==> config.mk <==
export PLATFORM = sky130hd
export DESIGN_NAME = mano_datapath_registers
export DESIGN_NICKNAME = d
export VERILOG_FILES = /design/src/rtl/mano_datapath_registers.sv
export SDC_FILE = /design/constraint.sdc
export NUM_CORES = 1
export LEC_CHECK = 0
export CORE_ASPECT_RATIO = 1.5
export CORE_MARGIN = 5
export CORE_UTILIZATION = 30
export DETAILED_ROUTE_END_ITERATION = 10
export HOLD_SLACK_MARGIN = 0.06
export PLACE_DENSITY = 0.7
export SLEW_MARGIN = 10
export SYNTH_ARGS = -nofsm -noshare
export SYNTH_HDL_FRONTEND = slang
export SYNTH_HIERARCHICAL = 1
export SYNTH_SLANG_ARGS = --single-unit
==> constraint.sdc <==
create_clock -name CLK -period 1.57 [get_ports CLK]
set_input_delay 0.3925 -clock CLK [delete_from_list [all_inputs] [get_ports CLK]]
set_output_delay 0.3925 -clock CLK [all_outputs]
set_load 0.01 [all_outputs]
==> src/rtl/mano_datapath_registers.sv <==
// Register slice of the basic Mano computer: AR (address), AC (accumulator)
// and DR (data). Each register takes its controls on the rising CLK edge.
// RST clears all three asynchronously.

// Clear/load/increment register, shared by AR and DR.
// Controls are prioritised clear > load > increment.
module mano_cnt_reg #(
  parameter int W = 8
) (
  input  logic         clk,
  input  logic         rst,
  input  logic         clr,
  input  logic         ld,
  input  logic         inc,
  input  logic [W-1:0] d,
  output logic [W-1:0] q
);

  localparam logic [W-1:0] ONE = {{(W-1){1'b0}}, 1'b1};

  // Apply the highest-priority asserted control. Increment wraps modulo 2^W.
  always_ff @(posedge clk or posedge rst) begin
    if (rst)      q <= '0;
    else if (clr) q <= '0;
    else if (ld)  q <= d;
    else if (inc) q <= q + ONE;
  end

endmodule

module mano_datapath_registers #(
  parameter int ADDR_W = 4,
  parameter int DATA_W = 8
) (
  input  logic              CLK,
  input  logic              RST,
  input  logic              AR_LD,
  input  logic              AR_INC,
  input  logic              AR_CLR,
  input  logic [ADDR_W-1:0] AR_IN,
  output logic [ADDR_W-1:0] AR_OUT,
  input  logic              AC_LD,
  input  logic              AC_CLR,
  input  logic              AC_COM,
  input  logic              AC_CIR,
  input  logic              AC_CIL,
  input  logic [DATA_W-1:0] AC_IN,
  output logic [DATA_W-1:0] AC_OUT,
  output logic              AC_ZERO,
  input  logic              DR_LD,
  input  logic              DR_INC,
  input  logic              DR_CLR,
  input  logic [DATA_W-1:0] DR_IN,
  output logic [DATA_W-1:0] DR_OUT,
  output logic              DR_ZERO
);

  logic [DATA_W-1:0] ac;

  mano_cnt_reg #(.W(ADDR_W)) u_ar (
    .clk (CLK),
    .rst (RST),
    .clr (AR_CLR),
    .ld  (AR_LD),
    .inc (AR_INC),
    .d   (AR_IN),
    .q   (AR_OUT)
  );

  mano_cnt_reg #(.W(DATA_W)) u_dr (
    .clk (CLK),
    .rst (RST),
    .clr (DR_CLR),
    .ld  (DR_LD),
    .inc (DR_INC),
    .d   (DR_IN),
    .q   (DR_OUT)
  );

  // Accumulator: only the highest-priority operation executes each edge.
  // Rotates are pure circular shifts; no E/carry bit takes part.
  always_ff @(posedge CLK or posedge RST) begin
    if (RST)         ac <= '0;
    else if (AC_CLR) ac <= '0;
    else if (AC_LD)  ac <= AC_IN;
    else if (AC_COM) ac <= ~ac;
    else if (AC_CIR) ac <= {ac[0], ac[DATA_W-1:1]};
    else if (AC_CIL) ac <= {ac[DATA_W-2:0], ac[DATA_W-1]};
  end

  assign AC_OUT  = ac;
  // Zero flags decode register contents only.
  assign AC_ZERO = (ac == '0);
  assign DR_ZERO = (DR_OUT == '0);

endmodule

After elaboration in Yosys (flattened, before gate mapping)
Index checks and enable logic that the tools add are counted.
{"block": "word_totals", "regBits": 20, "inputBits": 33}
{"block": "classes", "n_addsub": 2, "mux": 11, "bitwise_logic": 1, "reduce_logical": 5}
{"op": "$mux W8", "count": 8}
{"op": "$logic_not A8 Y1", "count": 2}
{"op": "$mux W4", "count": 3}
{"op": "$add A8 B1 Y8 const B", "count": 1}
{"op": "$not A8 Y8", "count": 1}
{"op": "$reduce_bool A3 Y1", "count": 2}
{"op": "$reduce_bool A5 Y1", "count": 1}
{"op": "$add A4 B1 Y4 const B", "count": 1}

Logic depth before layout (Yosys ltp)
Gate-level depths: netlist (run 1).
{"block": "depth", "ltp_word": 5, "mapped_depth": 5}

Modules after synthesis
Netlist (run 1), hierarchy kept.
{"module": "mano_datapath_registers", "instances": 1, "cells_per_inst": 61, "area_per_inst_um2": 605.6, "seq_area_each_um2": 200.2}
{"module": "mano_cnt_reg (u_dr)", "instances": 1, "cells_per_inst": 49, "area_per_inst_um2": 479.2, "seq_area_each_um2": 200.2}
{"module": "mano_cnt_reg (u_ar)", "instances": 1, "cells_per_inst": 23, "area_per_inst_um2": 229.0, "seq_area_each_um2": 100.1}

Least setup slack after synthesis (run 1)
No wires, ideal clock.
{"block": "synth_path", "kind": "flip-flop to output port", "from": "register ac[2] (netlist: AC_OUT[2])", "to": "output port AC_ZERO", "t_arrival_ps": 1137, "setup_slack_ps": 40, "stages_incl_launch_ff": 3, "path_cell_list": "dfrtp_1 or4_1 nor2_1"}
{"block": "synth_via", "elab_chain_cells": 1}
{"item": "from (decl)", "line_no": "58", "rtl": "logic [DATA_W-1:0] ac;"}
{"item": "from (signal assigned)", "line_no": "86", "rtl": "else if (AC_COM) ac <= ~ac;"}
{"item": "from (signal assigned)", "line_no": "87", "rtl": "else if (AC_CIR) ac <= {ac[0], ac[DATA_W-1:1]};"}
{"item": "from (signal assigned)", "line_no": "88", "rtl": "else if (AC_CIL) ac <= {ac[DATA_W-2:0], ac[DATA_W-1]};"}
{"item": "$logic_not A8 Y1", "line_no": "93", "rtl": "assign AC_ZERO = (ac == '0);"}
{"item": "to (decl)", "line_no": "49", "rtl": "output logic AC_ZERO,"}
No other way between the ends.

Final worst setup path (run 1)
{"block": "layout_path", "from": "register u_dr.q[3]", "to": "output port DR_ZERO"}
{"block": "layout_via", "elab_chain_cells": 1}
{"item": "from (decl)", "line_no": "16", "rtl": "output logic [W-1:0] q"}
{"item": "from (signal assigned)", "line_no": "26", "rtl": "else if (inc) q <= q + ONE;"}
{"item": "$logic_not A8 Y1", "line_no": "94", "rtl": "assign DR_ZERO = (DR_OUT == '0);"}
{"item": "to (decl)", "line_no": "55", "rtl": "output logic DR_ZERO"}
No other way between the ends.

==> results of run 1 <==
[per-stage QoR]
stage / total power [W] / cell area, um2 / instances
floorplan: 0.000792 / 1310 / 133
global placement: 0.00107 / 2080 / 255
detailed placement: 0.00108 / 2080 / 255
CTS: 0.00157 / 2140 / 259
global route: 0.00166 / 2190 / 260
finish: 0.00158 / 2190 / 260
[path summary, 6_finish.rpt]
kind	slack (ps)	from	depth (start not counted)	end
worst max-delay path	-250	u_dr/q[3]	3	DR_ZERO
worst min-delay path	380	RST	2	u_ar/q[3]
worst max register to register	130	u_dr/q[1]	5	u_dr/q[6]
worst min register to register	610	u_ar/q[3]	2	u_ar/q[3]
max in group asynchronous	880	RST	2	u_dr/q[4]
min in group CLK	610	u_ar/q[3]	2	u_ar/q[3]
[power by group through the flow]
stage                     registers (W)  clock network [W]  logic, W
after floorplan                0.000625                  0  0.000167
after global placement         0.000582                  0  0.000491
after detailed placement       0.000585                  0  0.000492
after CTS                      0.000576           0.000519  0.000480
after global routing           0.000584           0.000540  0.000539
final                          0.000577           0.000503  0.000496
[cell families (layout without fill, tap and decap cells)]
logic type / after synthesis / in the layout / share of synthesized area (%)
DFF: 20 / 20 / 38.1
muxes: 13 / 13 / 10.0
AOI/OAI and AO/OA: 31 / 31 / 19.2
xor gates and xnor gates: 6 / 6 / 4.00
and+or+nand+nor: 46 / 46 / 21.0
adders and majority gates: 2 / 2 / 1.90
buffers and inverters: 15 / 96 / 5.71
[state kept, by name (all words and copies together), names as in the netlist]
signal	cells
AC_OUT	8
u_dr/q	8
u_ar/q	4
[repair_timing]
item	CTS	global route
pin swaps	3	5
endpoints found under the setup margin	21	14
buffers inserted	0	1
resized for setup	32	16
[area by class of cell]
cell class / instances / area share, %
Multi-Input combinational cell: 98 / 35.6
Timing Repair Buffer: 84 / 34.4
Sequential cell: 20 / 22.8
Tap cell: 46 / 2.62
Clock buffer: 3 / 1.88
Clock inverter: 1 / 1.37
Inverter: 8 / 1.37
[cells in the final DEF (no fill, tap or decap), drive strengths merged, types with 2 or more instances in the layout]
master,Yosys,layout
or2b,6,6
nand2,10,10
a22o,8,8
nor2,11,11
mux2i,12,12
buf,7,32
ha,2,2
a2111oi,2,2
o21a,3,3
clkdlybuf4s50,0,29
nand4,4,4
nor2b,2,2
xnor2,3,3
o221ai,8,8
a311oi,2,2
dfrtp,20,20
clkbuf,0,4
a21oi,3,3
or4,4,4
inv,7,7
dlymetal6s2s,0,4
xor2,3,3
dlygate4sd2,0,18
o21ai,2,2
a211oi,3,3
or3,2,2
[per-layer routing]
metal / global-route usage (%) / share of wire, % / vias to the layer above
li1: - / - / 658
met5: 0 / 0 / -
met3: 2.35 / 5.1 / 4
met2: 24.7 / 55 / 38
met4: 4.85 / 1.4 / 0
met1: 13.4 / 38 / 627
[worst max-delay path: cells and delay by family, from the launching register on]
kind	cells	cell delay, ps
buffers and inverters	1	110
DFF	1	380
and+or+nand+nor	2	690
==> flow_metrics.env, run 1 <==
export IMPL_leakage_nw=1.10
export IMPL_synth_distinct_cells=36
export IMPL_power_combinational_fraction_pct=31.4
export IMPL_numClockSinks=20
export IMPL_post_route_min_period_ps=1820
export IMPL_cpPeakStageDelay_ps=560
export IMPL_vdd_ir_drop_worst_mv=0.516
export IMPL_drc=0
export IMPL_totalWireLength_um=3740
export IMPL_layout_drive_gt1_share_pct=23.8
export IMPL_critical_path_endpoint_type="output port"
export IMPL_violation_count_after_the_first_detailed_route_iteration=48
export IMPL_finish_net_count=250
export IMPL_io_pin_count=55
export IMPL_cts_buffers_inserted=3
export IMPL_finalSetupViolations=2
export IMPL_firstDrtPassIters=4
export IMPL_layout_overhead_on_the_synthesized_area_pct=67.0
export IMPL_wire_per_inst_um=14.4
export IMPL_globalRouteTotalUtil_pct=12.9
export IMPL_ant_nets=0
export IMPL_status="complete, but fails checks"
export IMPL_yosysMostFrequentCell="sky130_fd_sc_hd__dfrtp_1"
export IMPL_clock_skew_ps=0.936
export IMPL_internal_power_w=0.00117
export IMPL_count_of_pins_over_their_slew_limit=0
export IMPL_grt_ovfl_total=0
export IMPL_total_switching_power_w=0.000402
export IMPL_primary_flip_flop_cell_chosen_by_synthesis_mapping="sky130_fd_sc_hd__dfrtp_1"
export IMPL_core_region_area_um2=4250
export IMPL_crit_path_start_kind="flop"
export IMPL_grt_start_max_net_pins=13
export IMPL_filler_cell_count=399
export IMPL_dr_total_vias=1327
export IMPL_clk_latency_ps=250
export IMPL_fin_hold_ws_ps=377
export IMPL_clk_transition_reported_paths_ps=70
export IMPL_finalSetupTns_ps=-499
export IMPL_slew_limit_headroom_pct=77.9
export IMPL_synth_fp_nets=168
export IMPL_syn_avg_cell_area_um2=9.88
export IMPL_half_perimeter_wire_length_of_the_detailed_placement_result_um=2890
export IMPL_drv_cap=0
export IMPL_dieArea_um2=5830
export IMPL_finish_utilization_pct=51.7
export IMPL_syn_cell_area_um2=1310
export IMPL_timing_final_hold_violations=0
export IMPL_rsz0062_at_grt="true"
export IMPL_synth_commonest_cells="sky130_fd_sc_hd__dfrtp_1, sky130_fd_sc_hd__mux2i_1, sky130_fd_sc_hd__nor2_1"
export IMPL_timing_worst_setup_path_type="reg -> out"
export IMPL_synth_ff_latch_count=20
export IMPL_power_clock_fraction_pct=31.9
export IMPL_die_y_um=91.1
export IMPL_chipWidth_um=64.0
export IMPL_h_tree_depth=1
export IMPL_antenna_fix_cells=0
export IMPL_number_of_antenna_violations_at_the_first_check_in_global_routing=0
export IMPL_rows=29
export IMPL_achievable_frequency_mhz=549
export IMPL_synth_enable_flop_cells=0
export IMPL_power_switching_fraction_pct=25.5
export IMPL_viasPerCell=5.10
export IMPL_worstPathCellList="or4_4, nor2_4, buf_6"
export IMPL_yosys_top_cells_area="sky130_fd_sc_hd__dfrtp_1, sky130_fd_sc_hd__mux2i_1, sky130_fd_sc_hd__a22o_1"
export IMPL_port_buffers=54
export IMPL_cts_tree="yes"
export IMPL_post_synth_top_area_cell="sky130_fd_sc_hd__dfrtp_1"
export IMPL_warnings_synthesis=6
export IMPL_violations="setup timing"
export IMPL_global_placer_s_final_weighted_congestion=0.777
export IMPL_worst_endpoint_required_ps=1180
export IMPL_synth_seq_area_share_pct=38.1
export IMPL_power_density_cell_area_nw_per_um2=718
export IMPL_period_share_pct=116
export IMPL_place_ws_ps=-387
export IMPL_flip_flop_and_latch_area_um2=500
export IMPL_synth_async_reset_ratio_pct=100
export IMPL_worstPathArrival_ps=1430
export IMPL_syn_instance_count=133
export IMPL_first_pass_grt_wire_length_um=6210
export IMPL_cts_buffer_depth=2
export IMPL_clock_root_buffer="sky130_fd_sc_hd__clkbuf_8"
export IMPL_cts_hold_repair_buffers=0
export IMPL_worst_slew_pin_slew_ps=330
export IMPL_sequentialPowerShare_pct=36.6
export IMPL_post_route_setup_slack_ps=-252
export IMPL_worstHoldPathType="in -> async"
export IMPL_crit_path_top_delay_cell="sky130_fd_sc_hd__or4_4"
export IMPL_initial_utilization_pct=30.9
export IMPL_netlist_area_leader_share_pct=38.1
export IMPL_multiInputGateArea_um2=781
export IMPL_critPathMaxFanout=2
export IMPL_grt_pass1_vias=1398
(Power assumes the default switching activity.)
==> run 2: changes to the inputs <==
- CTS_CLUSTER_DIAMETER: unset -> 30
==> results of run 2 <==
Same layout as run 1: the final DEF is identical, and so are final timing and power.
